`config.mk`:
```
export PLATFORM = sky130hd
export DESIGN_NAME = cnu_row_sequencer
export DESIGN_NICKNAME = d
export VERILOG_FILES = /design/src/rtl/cnu_row_sequencer.sv
export SDC_FILE = /design/constraint.sdc
export NUM_CORES = 1
export LEC_CHECK = 0
export CORE_ASPECT_RATIO = 0.75
export CORE_MARGIN = 10
export CORE_UTILIZATION = 41
export CTS_BUF_LIST = sky130_fd_sc_hd__clkbuf_4
export CTS_CLUSTER_SIZE = 14
export DETAILED_ROUTE_END_ITERATION = 7
export HOLD_SLACK_MARGIN = 0.1
export MAX_ROUTING_LAYER = met4
export PLACE_DENSITY_LB_ADDON = 0.1
export REMOVE_ABC_BUFFERS = 1
export SLEW_MARGIN = 20
export SYNTH_ARGS = -nofsm -noshare
export SYNTH_HDL_FRONTEND = slang
export SYNTH_SLANG_ARGS = --single-unit
export TNS_END_PERCENT = 10
```
`constraint.sdc`:
```
create_clock -name clk -period 1.6 [get_ports clk]
set_input_delay 0.32 -clock clk [delete_from_list [all_inputs] [get_ports clk]]
set_output_delay 0.32 -clock clk [all_outputs]
set_load 0.02 [all_outputs]
```
`src/rtl/cnu_row_sequencer.sv`:
```
// cnu_row_sequencer: min-sum LDPC check-node row controller (reads, finder feed, sign parity, result handshake).
// Define CNU_OFFSET_EN for offset min-sum: captured magnitudes are saturating-reduced by OFFSET.
module cnu_row_sequencer #(
   parameter int DATA_WIDTH = 6,
   parameter int SIZE       = 8,
   parameter int NUM_ROWS   = 4,
   parameter int ADDR_WIDTH = 5,
   parameter int ROW_WIDTH  = 2,
   parameter int OFFSET     = 1
) (
   input  logic                  clk,
   input  logic                  rst,
   input  logic                  start,
   output logic                  busy,
   output logic                  done,
   output logic                  mem_rd_en,
   output logic [ADDR_WIDTH-1:0] mem_addr,
   input  logic [DATA_WIDTH-1:0] mem_rdata,
   output logic                  fmin_clr,
   output logic                  fmin_en,
   output logic [DATA_WIDTH-1:0] fmin_index,
   output logic [DATA_WIDTH-1:0] fmin_value,
   input  logic [DATA_WIDTH-1:0] fmin_min1,
   input  logic [DATA_WIDTH-1:0] fmin_min2,
   input  logic [DATA_WIDTH-1:0] fmin_idx1,
   input  logic [DATA_WIDTH-1:0] fmin_idx2,
   output logic                  out_valid,
   input  logic                  out_ready,
   output logic [DATA_WIDTH-1:0] out_min1,
   output logic [DATA_WIDTH-1:0] out_min2,
   output logic [DATA_WIDTH-1:0] out_idx1,
   output logic [DATA_WIDTH-1:0] out_idx2,
   output logic                  out_sign,
   output logic [ROW_WIDTH-1:0]  out_row
);
   localparam int CW = (SIZE > 1) ? $clog2(SIZE) : 1;

   typedef enum logic [2:0] {S_IDLE, S_CLEAR, S_READ, S_DRAIN, S_CAPTURE, S_OUT, S_DONE} state_t;

   state_t                r_state;
   logic [ROW_WIDTH-1:0]  r_row;
   logic [CW-1:0]         r_col;
   logic                  r_sign;
   logic [DATA_WIDTH-1:0] w_min1;
   logic [DATA_WIDTH-1:0] w_min2;

`ifdef CNU_OFFSET_EN
   localparam logic [DATA_WIDTH-1:0] OFF = DATA_WIDTH'(OFFSET);
   assign w_min1 = (fmin_min1 > OFF) ? fmin_min1 - OFF : '0;
   assign w_min2 = (fmin_min2 > OFF) ? fmin_min2 - OFF : '0;
`else
   assign w_min1 = fmin_min1;
   assign w_min2 = fmin_min2;
`endif

   assign fmin_value = mem_rdata;

   always_ff @(posedge clk) begin
      if (rst) begin
         r_state    <= S_IDLE;
         r_row      <= '0;
         r_col      <= '0;
         r_sign     <= 1'b0;
         busy       <= 1'b0;
         done       <= 1'b0;
         mem_rd_en  <= 1'b0;
         mem_addr   <= '0;
         fmin_clr   <= 1'b0;
         fmin_en    <= 1'b0;
         fmin_index <= '0;
         out_valid  <= 1'b0;
         out_min1   <= '0;
         out_min2   <= '0;
         out_idx1   <= '0;
         out_idx2   <= '0;
         out_sign   <= 1'b0;
         out_row    <= '0;
      end else begin
         // finder sees each message one cycle after its read, matching RAM latency
         fmin_en    <= mem_rd_en;
         fmin_index <= DATA_WIDTH'(r_col);
         fmin_clr   <= 1'b0;
         done       <= 1'b0;
         if (fmin_en) r_sign <= r_sign ^ mem_rdata[DATA_WIDTH-1];
         case (r_state)
            S_IDLE: begin
               if (start) begin
                  r_row    <= '0;
                  fmin_clr <= 1'b1;
                  busy     <= 1'b1;
                  r_state  <= S_CLEAR;
               end
            end
            S_CLEAR: begin
               r_col     <= '0;
               r_sign    <= 1'b0;
               mem_rd_en <= 1'b1;
               mem_addr  <= ADDR_WIDTH'(int'(r_row) * SIZE);
               r_state   <= S_READ;
            end
            S_READ: begin
               if (r_col == CW'(SIZE - 1)) begin
                  mem_rd_en <= 1'b0;
                  r_state   <= S_DRAIN;
               end else begin
                  r_col    <= r_col + CW'(1);
                  mem_addr <= mem_addr + ADDR_WIDTH'(1);
               end
            end
            S_DRAIN: r_state <= S_CAPTURE;
            S_CAPTURE: begin
               out_min1  <= w_min1;
               out_min2  <= w_min2;
               out_idx1  <= fmin_idx1;
               out_idx2  <= fmin_idx2;
               out_sign  <= r_sign;
               out_row   <= r_row;
               out_valid <= 1'b1;
               r_state   <= S_OUT;
            end
            S_OUT: begin
               if (out_ready) begin
                  out_valid <= 1'b0;
                  if (r_row == ROW_WIDTH'(NUM_ROWS - 1)) begin
                     done    <= 1'b1;
                     r_state <= S_DONE;
                  end else begin
                     r_row    <= r_row + ROW_WIDTH'(1);
                     fmin_clr <= 1'b1;
                     r_state  <= S_CLEAR;
                  end
               end
            end
            S_DONE: begin
               busy    <= 1'b0;
               r_state <= S_IDLE;
            end
            default: r_state <= S_IDLE;
         endcase
      end
   end
endmodule

```
==> metrics.txt <==
status finished with violations; failing checks setup timing; CP Max Fanout 3; Hold Path Class input pin to flip-flop; reg2reg start r_col[0]$_SDFFE_PP0P_; area grow syn2layout 44.4%; Hold Path Sink r_state[2]$_SDFFE_PP0P_; Chip Height 83.7 um; antenna violations before repair 0; Final Critical Period 1.63 ns; ys flop type dfxtp_1; register area 1010 um2; Starting DRT DRC Count 53; Commonest cells post-synth nand2_1 (61), dfxtp_1 (50), a21oi_1 (35); Tcrit/Tclk final 102%; final net count 373; area occupied by multi-input gates 1110 um2; Detailed Route WL 6.03 mm; CTS tree built; Async SR Flop Fraction 0%; top cell type's share of synthesized area 45.1%; Final TNS setup -0.0440 ns; clock buffer depth 2; largest net degree at the start of global routing 28; leading area contributor after synthesis dfxtp_1; Avg Inst Size Synth 8.81 um2; max-cap violations 0; hold path start rst; maximum vdd ir drop 0.481 mV; number of cells on the worst reg-to-reg path 5; # setup viols final 3; Worst Setup End Kind flip-flop; worst slack, placed -0.135 ns; Slew Limit Fails 0; Worst-Skew Late Latency 0.35 ns; share of cells above drive strength 1 19.6%; DRC viols 0; Routed WL per cell 14.7 um; cts bufs inserted 5; Worst Path Required 1.84 ns; CP arrival 1.87 ns; DR pass1 iterations 4; number of global-route vias before repair 2053; R2R Setup Slk -0.03 ns; number of synthesized flops with an enable pin 0; Syn. warnings 0; vias per cell 4.81; input/output buffers 70; Cell Area, Synth 2220 um2; Filler Cells Inserted 497; RSZ-0062 raised after global routing yes; Hold Violations, Final 0; # IOs 84; sequential share of the synthesized area 45.1%; critical path type flip-flop to flip-flop; die area 8790 um2; R2R Path End mem_addr[4]$_SDFFE_PP0P_; Leak 1.39 nW; Clock Root Buffer clkbuf_4; Worst setup SP type flip-flop; #FFs+latches synth 50; routability cong. 0.859; total core area 5300 um2; hpwl dp 4.30 mm; die width 105 um; hold depth 2; clock sinks 50; Distinct cells, synth 48; Mapped Cells 252; Vias 1976; skew final 0.00551 ns; Final WS setup -0.0252 ns; pwr/cell area 894 nW/um2; Initial Util 41.9%; Peak Freq 615 MHz; ANT nets after route 0; most frequent cell after synthesis nand2_1; ranking of synthesized cells by area dfxtp_1 (45%), nand2_1 (10%), a21oi_1 (7.9%); GRT Overall Usage 14.2%; clk slew on worst S/H paths 0.14 ns; first-pass GRT wire length 10.1 mm; row cnt 23; Inserted Diodes 0; total grt overflow 0; number of H-tree levels 2
[kinds of logic after synthesis]
family | after synthesis | synth area share (%)
AO/OA/AOI/OAI | 52 | 14.4
AND/OR/NAND/NOR | 107 | 26.0
adder cells (fa/ha/maj) | 4 | 2.25
buffers and inverters | 30 | 8.51
multiplexers | 6 | 2.82
other | 1 | 0.169
flip-flops | 50 | 45.1
XOR/XNOR | 2 | 0.789
[placed cells by master, fill, tap and decap left out, types with 3 or more instances in the layout]
cell / n
dlygate4sd2_1: 42
nand2_1: 61
nor3_1: 3
a21oi_1: 34
nand3b_1: 5
buf_4: 25
mux2i_1: 4
dfxtp_1: 45
nor2b_1: 4
conb_1: 3
nand3_1: 7
inv_1: 3
buf_6: 3
nor2_1: 5
clkdlybuf4s50_1: 27
buf_12: 3
dfxtp_2: 5
clkbuf_4: 5
[routing by layer]
metal	track usage, %	share of wire [%]	wire (um)
met1	18.1	49	2930
met2	21.2	46	2780
met3	4.55	4.9	296
met4	3.36	0.40	24
met5	-	0	0
[stage by stage]
step / utilization [%] / total power [mW] / area (um2) / hold WS, ns / cells
after detailed placement: 58.4 / 2.27 / 3090 / 0.446 / 401
after global placement: 58.4 / 2.27 / 3090 / 0.441 / 401
after CTS: 59.7 / 2.84 / 3160 / 0.336 / 410
after floorplan: - / 1.80 / 2050 / 0.386 / 227
after global routing: 60.5 / 3.04 / 3210 / 0.344 / 411
final: 60.5 / 2.86 / 3210 / 0.360 / 411
[flip-flops by register name (all words and copies together), names as in the netlist]
name	count
fmin_en	1
out_sign	1
r_state	3
mem_rd_en	1
r_col	3
out_idx2	6
out_row	2
busy	1
out_min1	6
r_sign	1
r_row	2
fmin_index	3
mem_addr	5
fmin_clr	1
out_min2	6
done	1
out_valid	1
out_idx1	6
[worst max-delay path by stage]
stage                                        from                  endpoint  slack [ns]  cells past startpoint
after floorplan           r_state[2]$_SDFFE_PP0P_  out_idx1[0]$_SDFFE_PP0P_        -0.1                      3
after global placement               mem_rdata[5]             fmin_value[5]       -0.13                      2
after detailed placement             mem_rdata[5]             fmin_value[5]       -0.13                      2
after CTS                   r_col[0]$_SDFFE_PP0P_     r_col[0]$_SDFFE_PP0P_       0.002                      7
after global routing        r_col[1]$_SDFFE_PP0P_  mem_addr[4]$_SDFFE_PP0P_       -0.07                      5
final                       r_col[0]$_SDFFE_PP0P_  mem_addr[4]$_SDFFE_PP0P_       -0.03                      5
[power breakdown]
group          total, mW  switching (mW)  internal (mW)
sequential          1.40          0.0776           1.32
clock              0.556           0.391          0.164
combinational      0.909           0.430          0.479
total               2.86           0.899           1.97
[layout make-up]
| class | instances | area share [%] |
|---|---|---|
| multi-input combinational | 174 | 34.8 |
| sequential | 50 | 31.4 |
| tap | 75 | 2.93 |
| inverter | 3 | 0.351 |
| clock inverter | 3 | 0.507 |
| timing repair buffer | 101 | 28.8 |
| clock buffer | 5 | 1.17 |
[what timing repair did]
action | CTS | global route
resized for setup | 57 | 8
setup endpoints to repair | 50 | 10
hold buffers | 0 | 0
pin swaps | 2 | 3
buffers inserted | 1 | 1
[worst max-delay path, stage by stage (launching register included)]
cell     delay (ns)
dfxtp_2        0.36
ha_4           0.16
ha_4           0.16
or4b_4         0.52
a22oi_2        0.22
o32ai_1        0.10
No activity file was read; power rests on OpenSTA's default activity.
